$ cat src/rtl/disp_in.sv
// Video capture front end: registers an external RGB/DE/VSYNC stream, pushes active
// pixels into the pixel FIFO and checks frame geometry against HACT x VACT.
module disp_in #(
    parameter int HACT   = 1024,
    parameter int VACT   = 768,
    parameter bit VS_POL = 1'b0
) (
    input  logic                         PCK,
    input  logic                         PRST,
    input  logic                         CAP_ON,
    input  logic [7:0]                   VIN_R,
    input  logic [7:0]                   VIN_G,
    input  logic [7:0]                   VIN_B,
    input  logic                         VIN_DE,
    input  logic                         VIN_VS,
    input  logic                         FIFO_FULL,
    output logic                         FIFO_WRITE,
    output logic [23:0]                  FIFO_IN,
    output logic                         AXI_WSTART,
    output logic [$clog2(HACT+1)-1:0]    PIX_CNT,
    output logic [$clog2(VACT+1)-1:0]    LINE_CNT,
    input  logic                         OVF_CLR,
    output logic                         OVERFLOW,
    output logic                         FRAME_ERR
);
    localparam int PW = $clog2(HACT + 1);
    localparam int LW = $clog2(VACT + 1);
    localparam logic [PW-1:0] HACT_W = PW'(HACT);
    localparam logic [LW-1:0] VACT_W = LW'(VACT);

    typedef enum logic [1:0] {IDLE, WAIT_VS, WAIT_DE, ACTIVE} state_e;

    // Stage 1: input registers (FIFO_FULL travels with the pixel it applies to)
    logic [23:0] r1_rgb_q;
    logic        r1_de_q;
    logic        r1_vs_q;
    logic        r1_full_q;
    logic        vs_prev_q;

    logic        vs_act;
    logic        frame_start;

    // Stage 2: control state and registered outputs
    state_e      state_q, state_d;
    logic [PW-1:0] pix_q, pix_d;
    logic [LW-1:0] line_q, line_d;
    logic        err_q, err_d;
    logic        ovf_q, ovf_d;
    logic        wr_q, wr_d;
    logic [23:0] data_q, data_d;
    logic        wstart_q, wstart_d;

    assign vs_act      = r1_vs_q ~^ VS_POL;
    assign frame_start = vs_act && !vs_prev_q;

    always_ff @(posedge PCK or posedge PRST) begin
        if (PRST) begin
            r1_rgb_q  <= '0;
            r1_de_q   <= 1'b0;
            r1_vs_q   <= 1'b0;
            r1_full_q <= 1'b0;
            vs_prev_q <= 1'b0;
        end else begin
            r1_rgb_q  <= {VIN_R, VIN_G, VIN_B};
            r1_de_q   <= VIN_DE;
            r1_vs_q   <= VIN_VS;
            r1_full_q <= FIFO_FULL;
            vs_prev_q <= vs_act;
        end
    end

    always_ff @(posedge PCK or posedge PRST) begin
        if (PRST) begin
            state_q  <= IDLE;
            pix_q    <= '0;
            line_q   <= '0;
            err_q    <= 1'b0;
            ovf_q    <= 1'b0;
            wr_q     <= 1'b0;
            data_q   <= '0;
            wstart_q <= 1'b0;
        end else begin
            state_q  <= state_d;
            pix_q    <= pix_d;
            line_q   <= line_d;
            err_q    <= err_d;
            ovf_q    <= ovf_d;
            wr_q     <= wr_d;
            data_q   <= data_d;
            wstart_q <= wstart_d;
        end
    end

    // NOTE: every _d gets a default first so no path leaves it unassigned (no latches);
    // later statements then refine the _d values in order, which is why they use '='.
    always_comb begin
        state_d  = state_q;
        pix_d    = pix_q;
        line_d   = line_q;
        err_d    = err_q;
        ovf_d    = ovf_q && !OVF_CLR;
        wr_d     = 1'b0;
        data_d   = '0;
        wstart_d = 1'b0;

        if (state_q == IDLE) begin
            state_d = WAIT_VS;
        end else if (frame_start) begin
            // Close out the running frame: a line cut by VSYNC counts as a short line.
            if (state_q == ACTIVE) begin
                err_d = 1'b1;
                pix_d = '0;
                if (line_d != VACT_W) line_d = line_d + 1'b1;
            end
            if (state_q != WAIT_VS && line_d != VACT_W) err_d = 1'b1;
            if (CAP_ON) begin
                wstart_d = 1'b1;
                pix_d    = '0;
                line_d   = '0;
                err_d    = 1'b0;
                state_d  = WAIT_DE;
            end else begin
                state_d  = WAIT_VS;
            end
        end

        // Runs after frame-start handling so a DE pixel on the VSYNC edge is pixel 0.
        if (state_d == WAIT_DE && r1_de_q) state_d = ACTIVE;

        if (state_d == ACTIVE) begin
            if (r1_de_q) begin
                if (pix_d != HACT_W && line_d != VACT_W) begin
                    if (r1_full_q) begin
                        ovf_d = 1'b1;
                    end else begin
                        wr_d   = 1'b1;
                        data_d = r1_rgb_q;
                    end
                    pix_d = pix_d + 1'b1;
                end else begin
                    err_d = 1'b1;
                end
            end else begin
                if (pix_d != HACT_W) err_d = 1'b1;
                if (line_d != VACT_W) line_d = line_d + 1'b1;
                pix_d   = '0;
                state_d = WAIT_DE;
            end
        end
    end

    assign FIFO_WRITE = wr_q;
    assign FIFO_IN    = data_q;
    assign AXI_WSTART = wstart_q;
    assign PIX_CNT    = pix_q;
    assign LINE_CNT   = line_q;
    assign OVERFLOW   = ovf_q;
    assign FRAME_ERR  = err_q;

endmodule

$ cat config.mk
export PLATFORM = sky130hd
export DESIGN_NAME = disp_in
export DESIGN_NICKNAME = d
export VERILOG_FILES = /design/src/rtl/disp_in.sv
export SDC_FILE = /design/constraint.sdc
export NUM_CORES = 1
export LEC_CHECK = 0
export ABC_AREA = 1
export BUFFER_PORTS_ARGS = -buffer_cell sky130_fd_sc_hd__buf_2
export CORE_MARGIN = 2
export CORE_UTILIZATION = 40
export DETAILED_ROUTE_END_ITERATION = 6
export PLACE_DENSITY = 0.63
export SYNTH_ARGS = -nofsm -noshare
export SYNTH_HDL_FRONTEND = slang
export SYNTH_SLANG_ARGS = --single-unit
$ cat constraint.sdc
create_clock -name PCK -period 2.4 [get_ports PCK]
set_clock_uncertainty 0.05 [all_clocks]
set_input_delay 0.36 -clock PCK [delete_from_list [all_inputs] [get_ports PCK]]
set_output_delay 0.36 -clock PCK [all_outputs]
set_load 0.01 [all_outputs]
==> results.sh, run 1 <==
export IMPL_fin_ws_ps=-71.9
export IMPL_die_h_um=106
export IMPL_critPathMaxFanout=8
export IMPL_critPathArrivalTime_ps=2670
export IMPL_hold_viol=0
export IMPL_rr_worst_depth=19
export IMPL_setup_viol=29
export IMPL_endpoint_kind="flop"
export IMPL_synth_area_leaders="dfrtp_1 (48%), nand2_1 (12%), inv_1 (6.8%)"
export IMPL_slowest_stage="dfrtp_2"
export IMPL_max_stage_delay_ps=430
export IMPL_synth_yosys_warnings=0
export IMPL_drt_iter0_drc=211
export IMPL_syn_area_um2=4150
export IMPL_yosysTopAreaCell="dfrtp_1"
export IMPL_grt_use_total_pct=18.6
export IMPL_place_hpwl_um=7490
export IMPL_timing_fmax_mhz=405
export IMPL_vias_per_cell=4.63
export IMPL_cap_violations=0
export IMPL_crit_path_cell_trace="inv_2 > ha_4 > inv_2 > nor3_2 > nand2_1 > nand2_1 > nand2_1 > nand3_2 > nand2_2 > inv_2 > ha_4 > nand3_4 > nor3_4 > nand3_4 > nand3_4 > nor2_4 > nand2_4 > buf_12 > nor2_4"
export IMPL_cts_hold_buffers_added=0
export IMPL_initial_core_util_pct=40.7
export IMPL_cts_root_buf="clkbuf_8"
export IMPL_critPathKind="flop to flop"
export IMPL_die_x_um=106
export IMPL_ys_types=35
export IMPL_status="finished, violations left"
export IMPL_hold_path_class="primary input to async pin"
export IMPL_cts_sinks=79
export IMPL_ant_nets=0
export IMPL_ys_ff_latch=79
export IMPL_tns_ps=-1460
export IMPL_rsz0062_at_grt="yes"
export IMPL_peakVddDrop_mv=0.374
export IMPL_cp_required_ps=2600
export IMPL_post_drt_wl_per_cell_um=13.2
export IMPL_hold_slack_ps=7.27
export IMPL_grt_pass1_vias=3405
export IMPL_finalCritPeriodShare_pct=103
export IMPL_dp_cells=742
export IMPL_area_growth_pct=30.9
export IMPL_cts_made_buffers=9
export IMPL_core_area_um2=10200
export IMPL_synth_nets=536
export IMPL_n_antenna_cell=0
export IMPL_io_buffers=79
export IMPL_gp_congestion=0.945
export IMPL_h_tree_depth=3
export IMPL_synth_area_per_cell_um2=8.31
export IMPL_vias=3557
export IMPL_clkTransAtPathRegs_ps=90
export IMPL_layout_nets=664
export IMPL_slew_viol_final=0
export IMPL_antenna_found_initial=0
export IMPL_drive_above_1_share_pct=37.7
export IMPL_tightest_slew_ps=603
export IMPL_grt_pass1_wl_um=16200
export IMPL_grt_ovfl_total=0
export IMPL_r2r_start="LINE_CNT[0]"
export IMPL_route_detailed_drc=0
export IMPL_p_leak_nw=2.87
export IMPL_yosysSeqAreaShare_pct=47.6
export IMPL_crit_family="simple AND/OR/NAND/NOR gates"
export IMPL_period_needed_ps=2470
export IMPL_nFillCells=988
export IMPL_yosysTopAreaCellShare_pct=47.6
export IMPL_clk_latency_ps=360
export IMPL_power_density_nw_per_um2=746
export IMPL_r2r_end="FIFO_IN[18]"
export IMPL_drt_wl_total_um=10100
export IMPL_grt_max_degree=45
export IMPL_io_pins=80
export IMPL_synthCells=499
export IMPL_die_area_um2=11200
export IMPL_rows=37
export IMPL_start_kind="flop"
export IMPL_reg2reg_slack_ps=-70
export IMPL_maxSlewHeadroom_pct=59.7
export IMPL_failed_checks="negative setup slack"
export IMPL_cts_tree="yes"
export IMPL_clk_path_buf_depth=2
export IMPL_firstDrtPassIters=6
export IMPL_instances_no_fill=768
export IMPL_crit_buf_inv=4
[stage by stage]
stage / utilization (%) / total power, W / setup WS [ps] / cell area (um2)
final: 53.3 / 0.00405 / -71.9 / 5430
after floorplan: - / 0.00238 / -3.98 / 4190
after detailed placement: 48.9 / 0.00285 / 10.8 / 4980
after global routing: 53.3 / 0.00432 / -220 / 5430
after global placement: 48.9 / 0.00282 / 41.5 / 4980
after CTS: 50.9 / 0.00391 / -3.87 / 5190
[how the worst max path moves through the flow]
stage / startpoint / to / slack [ps] / depth (start not counted)
finish: LINE_CNT[0] / FIFO_IN[18] / -70 / 19
global placement: LINE_CNT[1] / FIFO_IN[0] / 40 / 19
detailed placement: LINE_CNT[1] / FIFO_IN[2] / 10 / 19
CTS: LINE_CNT[1] / FIFO_IN[2] / -4 / 19
global route: LINE_CNT[1] / FIFO_IN[18] / -220 / 19
floorplan: LINE_CNT[2] / FIFO_IN[13] / -4 / 19
[cells in the mapped netlist (all sizes together)]
library cell  instances
a21oi                 3
nand3                42
o21ai                11
nand3b                1
nor3                 13
buf                   5
xor2                  8
dfrtp                79
o211ai                1
nor4                  2
nand4                13
nand2               154
clkinv                1
inv                  85
ha                    6
a22oi                 1
nor2                 73
a221oi                1
[final cells by class]
class / instances / area, um2 / share of cell area [%]
clock inverters: 7 / 85.1 / 1.57
repair buffers: 122 / 785 / 14.5
well taps: 136 / 170 / 3.13
inverters: 86 / 329 / 6.06
clock buffers: 9 / 124 / 2.28
flip-flops and latches: 79 / 1980 / 36.5
multi-input cells: 329 / 1960 / 36.0
[sequential cells by signal, summed over array words and instances, names as in the netlist]
signal,flops
FIFO_IN,24
r1_rgb_q,24
PIX_CNT,11
LINE_CNT,10
state_q,2
AXI_WSTART,1
FIFO_WRITE,1
FRAME_ERR,1
OVERFLOW,1
r1_de_q,1
r1_full_q,1
r1_vs_q,1
vs_prev_q,1
[where the power goes]
part / switching [W] / leakage, nW / internal, W
clock network: 0.000553 / 0.100 / 0.000502
logic: 0.000864 / 1.76 / 0.000593
registers: 0.0000880 / 1.01 / 0.00145
total: 0.00151 / 2.87 / 0.00254
[layer usage]
metal / wire, um / up-vias / GRT usage (%)
li1: - / 1800 / -
met1: 4390 / 1655 / 23.7
met2: 5070 / 88 / 30.6
met3: 483 / 14 / 5.26
met4: 159 / 0 / 5.83
met5: 0 / - / 0
[placed cells by master (no fill, tap or decap), types with 8 or more instances in the layout]
master,instances
buf_2,79
buf_4,36
clkbuf_8,9
dfrtp_1,77
inv_1,68
inv_2,15
nand2_1,133
nand2_2,15
nand3_1,36
nand4_1,12
nor2_1,35
nor2_2,12
nor2_4,26
xor2_1,8
[repair_timing]
item | CTS | global route
gates cloned | 0 | 1
pin swaps | 2 | 11
setup endpoints to repair | 4 | 45
buffers inserted | 0 | 9
resized for setup | 0 | 43
endpoints found under the hold margin | 0 | 0
[logic make-up after synthesis]
kind of cell	after synthesis	synth area share [%]
compound gates	17	2.35
xor+xnor	8	1.69
fa+ha+maj	6	1.81
buf+inv	91	9.38
flops	79	47.6
simple gates	298	37.1
(Power assumes the default switching activity.)
==> inputs of run 2 (changes only) <==
--- a/config.mk
+++ b/config.mk
@@ -7,7 +7,7 @@
 export LEC_CHECK = 0
 export ABC_AREA = 1
 export BUFFER_PORTS_ARGS = -buffer_cell sky130_fd_sc_hd__buf_2
-export CORE_MARGIN = 2
+export CORE_MARGIN = 5
 export CORE_UTILIZATION = 40
 export DETAILED_ROUTE_END_ITERATION = 6
 export PLACE_DENSITY = 0.63
==> run 2 against run 1 <==
Against the previous run: the flow still finishes with violations (negative setup slack); cell count is 0.78% higher; sequential power about the same; register-to-register slack improved by 70 ps; sequential share of layout area shrank 0.29 points; setup slack better by 67 ps; cell area grew 0.92%; fmax increased by 2.8%; global-route usage is 1.4 points lower; non-clock buffer count rose by 6; clock power barely moved; first-iteration DRC count is 7.6% higher; critical path type unchanged; critical endpoint is now FIFO_IN[7]; largest cell class unchanged.
==> results.sh, run 2 (same netlist as run 1, synthesis figures left out) <==
export IMPL_hold_viol=0
export IMPL_grt_use_met2_pct=28.3
export IMPL_vias=3595
export IMPL_layout_nets=670
export IMPL_cts_tree="yes"
export IMPL_grt_ovfl_total=0
export IMPL_critPathKind="flop to flop"
export IMPL_mostFrequentLayoutCells="nand2_1 (133), buf_2 (79), dfrtp_1 (75)"
export IMPL_cap_violations=0
export IMPL_cts_root_buf="clkbuf_8"
export IMPL_endpoint_kind="flop"
export IMPL_start_kind="flop"
export IMPL_maxSlewHeadroom_pct=65.5
export IMPL_clk_latency_ps=350
export IMPL_reg2reg_slack_ps=-5
export IMPL_initial_core_util_pct=40.6
export IMPL_drt_iter0_drc=227
export IMPL_route_detailed_drc=0
export IMPL_status="finished, violations left"
export IMPL_n_antenna_cell=0
export IMPL_grt_use_total_pct=17.2
export IMPL_grt_max_degree=35
export IMPL_p_leak_nw=2.90
export IMPL_io_buffers=79
export IMPL_area_growth_pct=32.1
export IMPL_tightest_slew_ps=516
export IMPL_antenna_found_initial=0
export IMPL_grt_pass1_vias=3618
export IMPL_tns_ps=-9.62
export IMPL_post_drt_wl_per_cell_um=13.4
export IMPL_die_area_um2=12500
export IMPL_gp_congestion=0.898
export IMPL_finalCritPeriodShare_pct=100
export IMPL_pre_cts_ws_ps=-30.6
export IMPL_h_tree_depth=3
export IMPL_fin_ws_ps=-5.22
export IMPL_power_density_nw_per_um2=739
export IMPL_period_needed_ps=2410
export IMPL_rows=37
export IMPL_grt_pass1_wl_um=17200
export IMPL_rsz0062_at_grt="yes"
export IMPL_instances_no_fill=774
export IMPL_timing_fmax_mhz=416
export IMPL_hold_slack_ps=54.0
export IMPL_met1_usage_pct=22.0
export IMPL_vias_per_cell=4.64
export IMPL_hold_path_class="primary input to flop"
export IMPL_clk_path_buf_depth=2
export IMPL_io_pins=80
export IMPL_ant_nets=0
export IMPL_layout_commonest_cell="nand2_1"
export IMPL_critPathMaxFanout=6
export IMPL_die_x_um=112
export IMPL_peakVddDrop_mv=0.536
export IMPL_critPathArrivalTime_ps=2640
export IMPL_slew_viol_final=0
export IMPL_cts_made_buffers=9
export IMPL_cp_required_ps=2630
export IMPL_drt_wl_total_um=10400
export IMPL_drive_above_1_share_pct=38.4
export IMPL_clkTransAtPathRegs_ps=90
export IMPL_busiest_layer="met2"
export IMPL_firstDrtPassIters=4
export IMPL_setup_viol=2
export IMPL_core_area_um2=10200
export IMPL_dp_cells=747
export IMPL_failed_checks="negative setup slack"
export IMPL_fin_total_pwr_w=0.00405
export IMPL_cts_sinks=79
export IMPL_place_hpwl_um=8080
export IMPL_grtUsageMet3_pct=4.62
export IMPL_die_h_um=112
## run 2: critical path, cell delays in order, from the launching register on
cell and delay, ps:
dfrtp_2 430, inv_2 90, ha_4 140, inv_4 30, nor3_2 90, nand2_1 90
buf_4 140, nand3_1 70, nand3_1 90, nand2_2 90, inv_2 50, ha_4 160
nand3_4 70, nor3_4 50, nand3_4 100, nand3_4 100, nor2_4 120, nand2_4 120
buf_12 170, nor2_4 70
## run 2: final timing paths
kind	from	end	cells past startpoint
worst max-delay path	LINE_CNT[0]	FIFO_IN[7]	19
min in group asynchronous	PRST	FIFO_IN[17]	3
worst max register to register	LINE_CNT[0]	FIFO_IN[7]	19
worst min register to register	r1_vs_q	vs_prev_q	1
worst min-delay path	VIN_B[0]	r1_rgb_q[0]	1
max in group asynchronous	PRST	OVERFLOW	4
## run 2: layout make-up
cell class | instances | area [um2]
Timing Repair Buffer | 128 | 836
Multi-Input combinational cell | 329 | 1950
Sequential cell | 79 | 1980
Inverter | 86 | 334
Fill cell | 937 | 4750
Clock buffer | 10 | 138
Tap cell | 136 | 170
Clock inverter | 6 | 72.6
## run 2: per-stage QoR
stage | util (%) | area (um2)
after floorplan | - | 4190
after global placement | 49.3 | 5040
after detailed placement | 49.3 | 5040
after CTS | 51.7 | 5290
after global routing | 53.6 | 5480
final | 53.6 | 5480
## run 2: timing repair
item                                   4_1_cts  5_1_grt
buffers inserted                             3        7
resized for setup                            1       39
setup endpoints to repair                   25       44
cloned                                       0        0
endpoints found under the hold margin       17        0
hold buffers                                 1        0
pin swaps                                    2        6
## run 2: where the power goes
part / internal (W) / switching (W)
Combinational: 0.000603 / 0.000872
Sequential: 0.00145 / 0.0000955
Clock: 0.000524 / 0.000510
## run 2: per-layer routing
metal | up-vias | routed length [um]
met5 | - | 0
met4 | 0 | 195
met3 | 15 | 608
met2 | 97 | 5060
met1 | 1673 | 4520
li1 | 1810 | -
==> inputs of run 3 (changes only) <==
==> constraint.sdc (replaced) <==
create_clock -name PCK -period 2.4 [get_ports PCK]
set_clock_uncertainty 0.05 [all_clocks]
set_input_delay 0 -clock PCK [delete_from_list [all_inputs] [get_ports PCK]]
set_output_delay 0 -clock PCK [all_outputs]
set_load 0.01 [all_outputs]
==> run 3 against run 2 <==
Against the previous run: global-route usage about the same; critical path depth increased by 1; count of clock-buffer cells in the layout unchanged; clock power increased by 15%; cell count up 3.2%; sequential share of layout area shrank 2.3 points; sequential power about the same; the run now ends clean; total power increased by 6.4%; die area stayed put; register-to-register slack improved by 20 ps.
==> results.sh, run 3 (same netlist as run 1, synthesis figures left out) <==
export IMPL_status="completed"
export IMPL_hold_viol=0
export IMPL_clkTransAtPathRegs_ps=90
export IMPL_ant_nets=0
export IMPL_critPathMaxFanout=6
export IMPL_setup_viol=0
export IMPL_regArea_um2=1980
export IMPL_grt_pass1_vias=3710
export IMPL_vias_per_cell=4.63
export IMPL_mostFrequentLayoutCells="nand2_1 (127), buf_2 (79), dfrtp_1 (75)"
export IMPL_cts_made_buffers=9
export IMPL_drt_wl_total_um=10400
export IMPL_cp_required_ps=2600
export IMPL_cts_root_buf="clkbuf_8"
export IMPL_n_antenna_cell=0
export IMPL_grt_use_total_pct=17.2
export IMPL_crit_family="simple AND/OR/NAND/NOR gates"
export IMPL_crit_buf_inv=5
export IMPL_met1_usage_pct=21.3
export IMPL_grt_pass1_wl_um=17600
export IMPL_rr_worst_depth=20
export IMPL_core_area_um2=10200
export IMPL_multi_input_area_um2=2000
export IMPL_timing_fmax_mhz=419
export IMPL_grt_use_met2_pct=29.3
export IMPL_clk_latency_ps=340
export IMPL_place_hpwl_um=7440
export IMPL_r2r_end="FIFO_IN[11]"
export IMPL_critPathArrivalTime_ps=2590
export IMPL_die_area_um2=12500
export IMPL_fin_util_pct=57.2
export IMPL_die_x_um=112
export IMPL_p_leak_nw=3.04
export IMPL_period_needed_ps=2380
export IMPL_max_stage_delay_ps=430
export IMPL_route_detailed_drc=0
export IMPL_finalCritPeriodShare_pct=99.4
export IMPL_h_tree_depth=3
export IMPL_post_drt_wl_per_cell_um=13.0
export IMPL_peakVddDrop_mv=0.502
export IMPL_antenna_found_initial=0
export IMPL_layout_commonest_cell="nand2_1"
export IMPL_gp_congestion=0.941
export IMPL_critPathKind="flop to flop"
export IMPL_power_density_nw_per_um2=737
export IMPL_layout_nets=695
export IMPL_grt_max_degree=80
export IMPL_endpoint_kind="flop"
export IMPL_firstDrtPassIters=4
export IMPL_worstSetupEndpoint="FIFO_IN[11]"
export IMPL_start_kind="flop"
export IMPL_cts_tree="yes"
export IMPL_slew_viol_final=0
export IMPL_rows=37
export IMPL_nFillCells=876
export IMPL_drive_above_1_share_pct=37.3
export IMPL_rsz0062_at_grt="yes"
export IMPL_cts_sinks=79
export IMPL_initial_core_util_pct=40.6
export IMPL_slowest_stage="dfrtp_2"
export IMPL_tightest_slew_ps=474
export IMPL_r2r_start="LINE_CNT[0]"
export IMPL_grtUsageMet3_pct=4.13
export IMPL_path_depth=20
export IMPL_cap_violations=0
export IMPL_hold_path_class="primary input to flop"
export IMPL_io_pins=80
export IMPL_hold_slack_ps=232
export IMPL_busiest_layer="met2"
export IMPL_vias=3698
export IMPL_maxSlewHeadroom_pct=68.3
export IMPL_clk_path_buf_depth=2
export IMPL_critical_path_startpoint="LINE_CNT[0]"
export IMPL_crit_path_cell_trace="inv_2 > ha_4 > inv_2 > nor3_2 > nand2_1 > nand2_1 > nand2_2 > nand3_2 > nand2_2 > inv_2 > ha_4 > nand3_4 > nor3_4 > nand3_4 > nand3_4 > nor2_4 > nand2_4 > buf_12 > buf_12 > nor2_4"
export IMPL_io_buffers=79
export IMPL_drt_iter0_drc=218
export IMPL_area_growth_pct=41.0
export IMPL_die_h_um=112
export IMPL_grt_ovfl_total=0
export IMPL_reg2reg_slack_ps=20
-- run 3: changes by cell type in the layout (fill, tap and decap cells not counted), moves of 3 or more --
cell	change
nand3_2	+3
buf_4	-5
inv_2	+3
nand2_1	-6
dlygate4sd3_1	+29
nand3_1	-3
-- run 3: per-stage QoR --
| stage | power, W | setup slack (ps) | instance area [um2] | TNS [ps] | cells |
|---|---|---|---|---|---|
| 2_1_floorplan | 0.00238 | 8.37 | 4190 | 0 | 499 |
| 3_3_place_gp | 0.00283 | 23.9 | 4970 | 0 | 740 |
| 3_5_place_dp | 0.00285 | -38.1 | 4970 | -446 | 740 |
| 4_1_cts | 0.00416 | 4.55 | 5610 | 0 | 793 |
| 5_1_grt | 0.00457 | -150 | 5850 | -3590 | 799 |
| 6_report | 0.00431 | 15.1 | 5850 | 0 | 799 |
-- run 3: layer usage --
metal  vias up  wire, um
met2       100      5140
met1      1723      4510
met3        19       513
met4         0       211
li1       1856         -
met5         -         0
-- run 3: power breakdown --
part	switching, W	leakage, nW	internal [W]	total, W
clock	0.000481	0.117	0.000698	0.00118
combinational	0.000927	1.92	0.000672	0.00160
sequential	0.0000846	1.01	0.00145	0.00153
total	0.00149	3.04	0.00282	0.00431
-- run 3: worst reg2reg max path, delay by kind of cell, from the launching register on --
| family | cells | cell delay [ps] |
|---|---|---|
| simple gates | 13 | 1080 |
| fa+ha+maj | 2 | 290 |
| flops | 1 | 430 |
| buf+inv | 5 | 450 |
-- run 3: how the worst min path moves through the flow --
stage          startpoint  depth (start not counted)      endpoint
3_3_place_gp     VIN_G[7]                          1  r1_rgb_q[15]
4_1_cts          VIN_R[6]                          2  r1_rgb_q[22]
3_5_place_dp     VIN_R[1]                          1  r1_rgb_q[17]
5_1_grt          VIN_R[2]                          2  r1_rgb_q[18]
2_1_floorplan      VIN_DE                          0       r1_de_q
6_report         VIN_G[6]                          2  r1_rgb_q[14]
-- run 3: cell type report --
| type | instances | share of cell area (%) |
|---|---|---|
| clock buffer | 10 | 2.18 |
| clock inverter | 6 | 1.97 |
| inverter | 86 | 5.64 |
| multi-input combinational | 329 | 34.1 |
| sequential | 79 | 33.9 |
| tap | 136 | 2.91 |
| timing repair buffer | 153 | 19.3 |
-- run 3: timing repair --
action / CTS / global route
cloned: 1 / 1
pin swaps: 1 / 13
gates resized for setup: 4 / 51
hold endpoints to repair: 109 / 0
setup buffers: 7 / 5
hold buffers: 30 / 0
endpoints found under the setup margin: 26 / 47
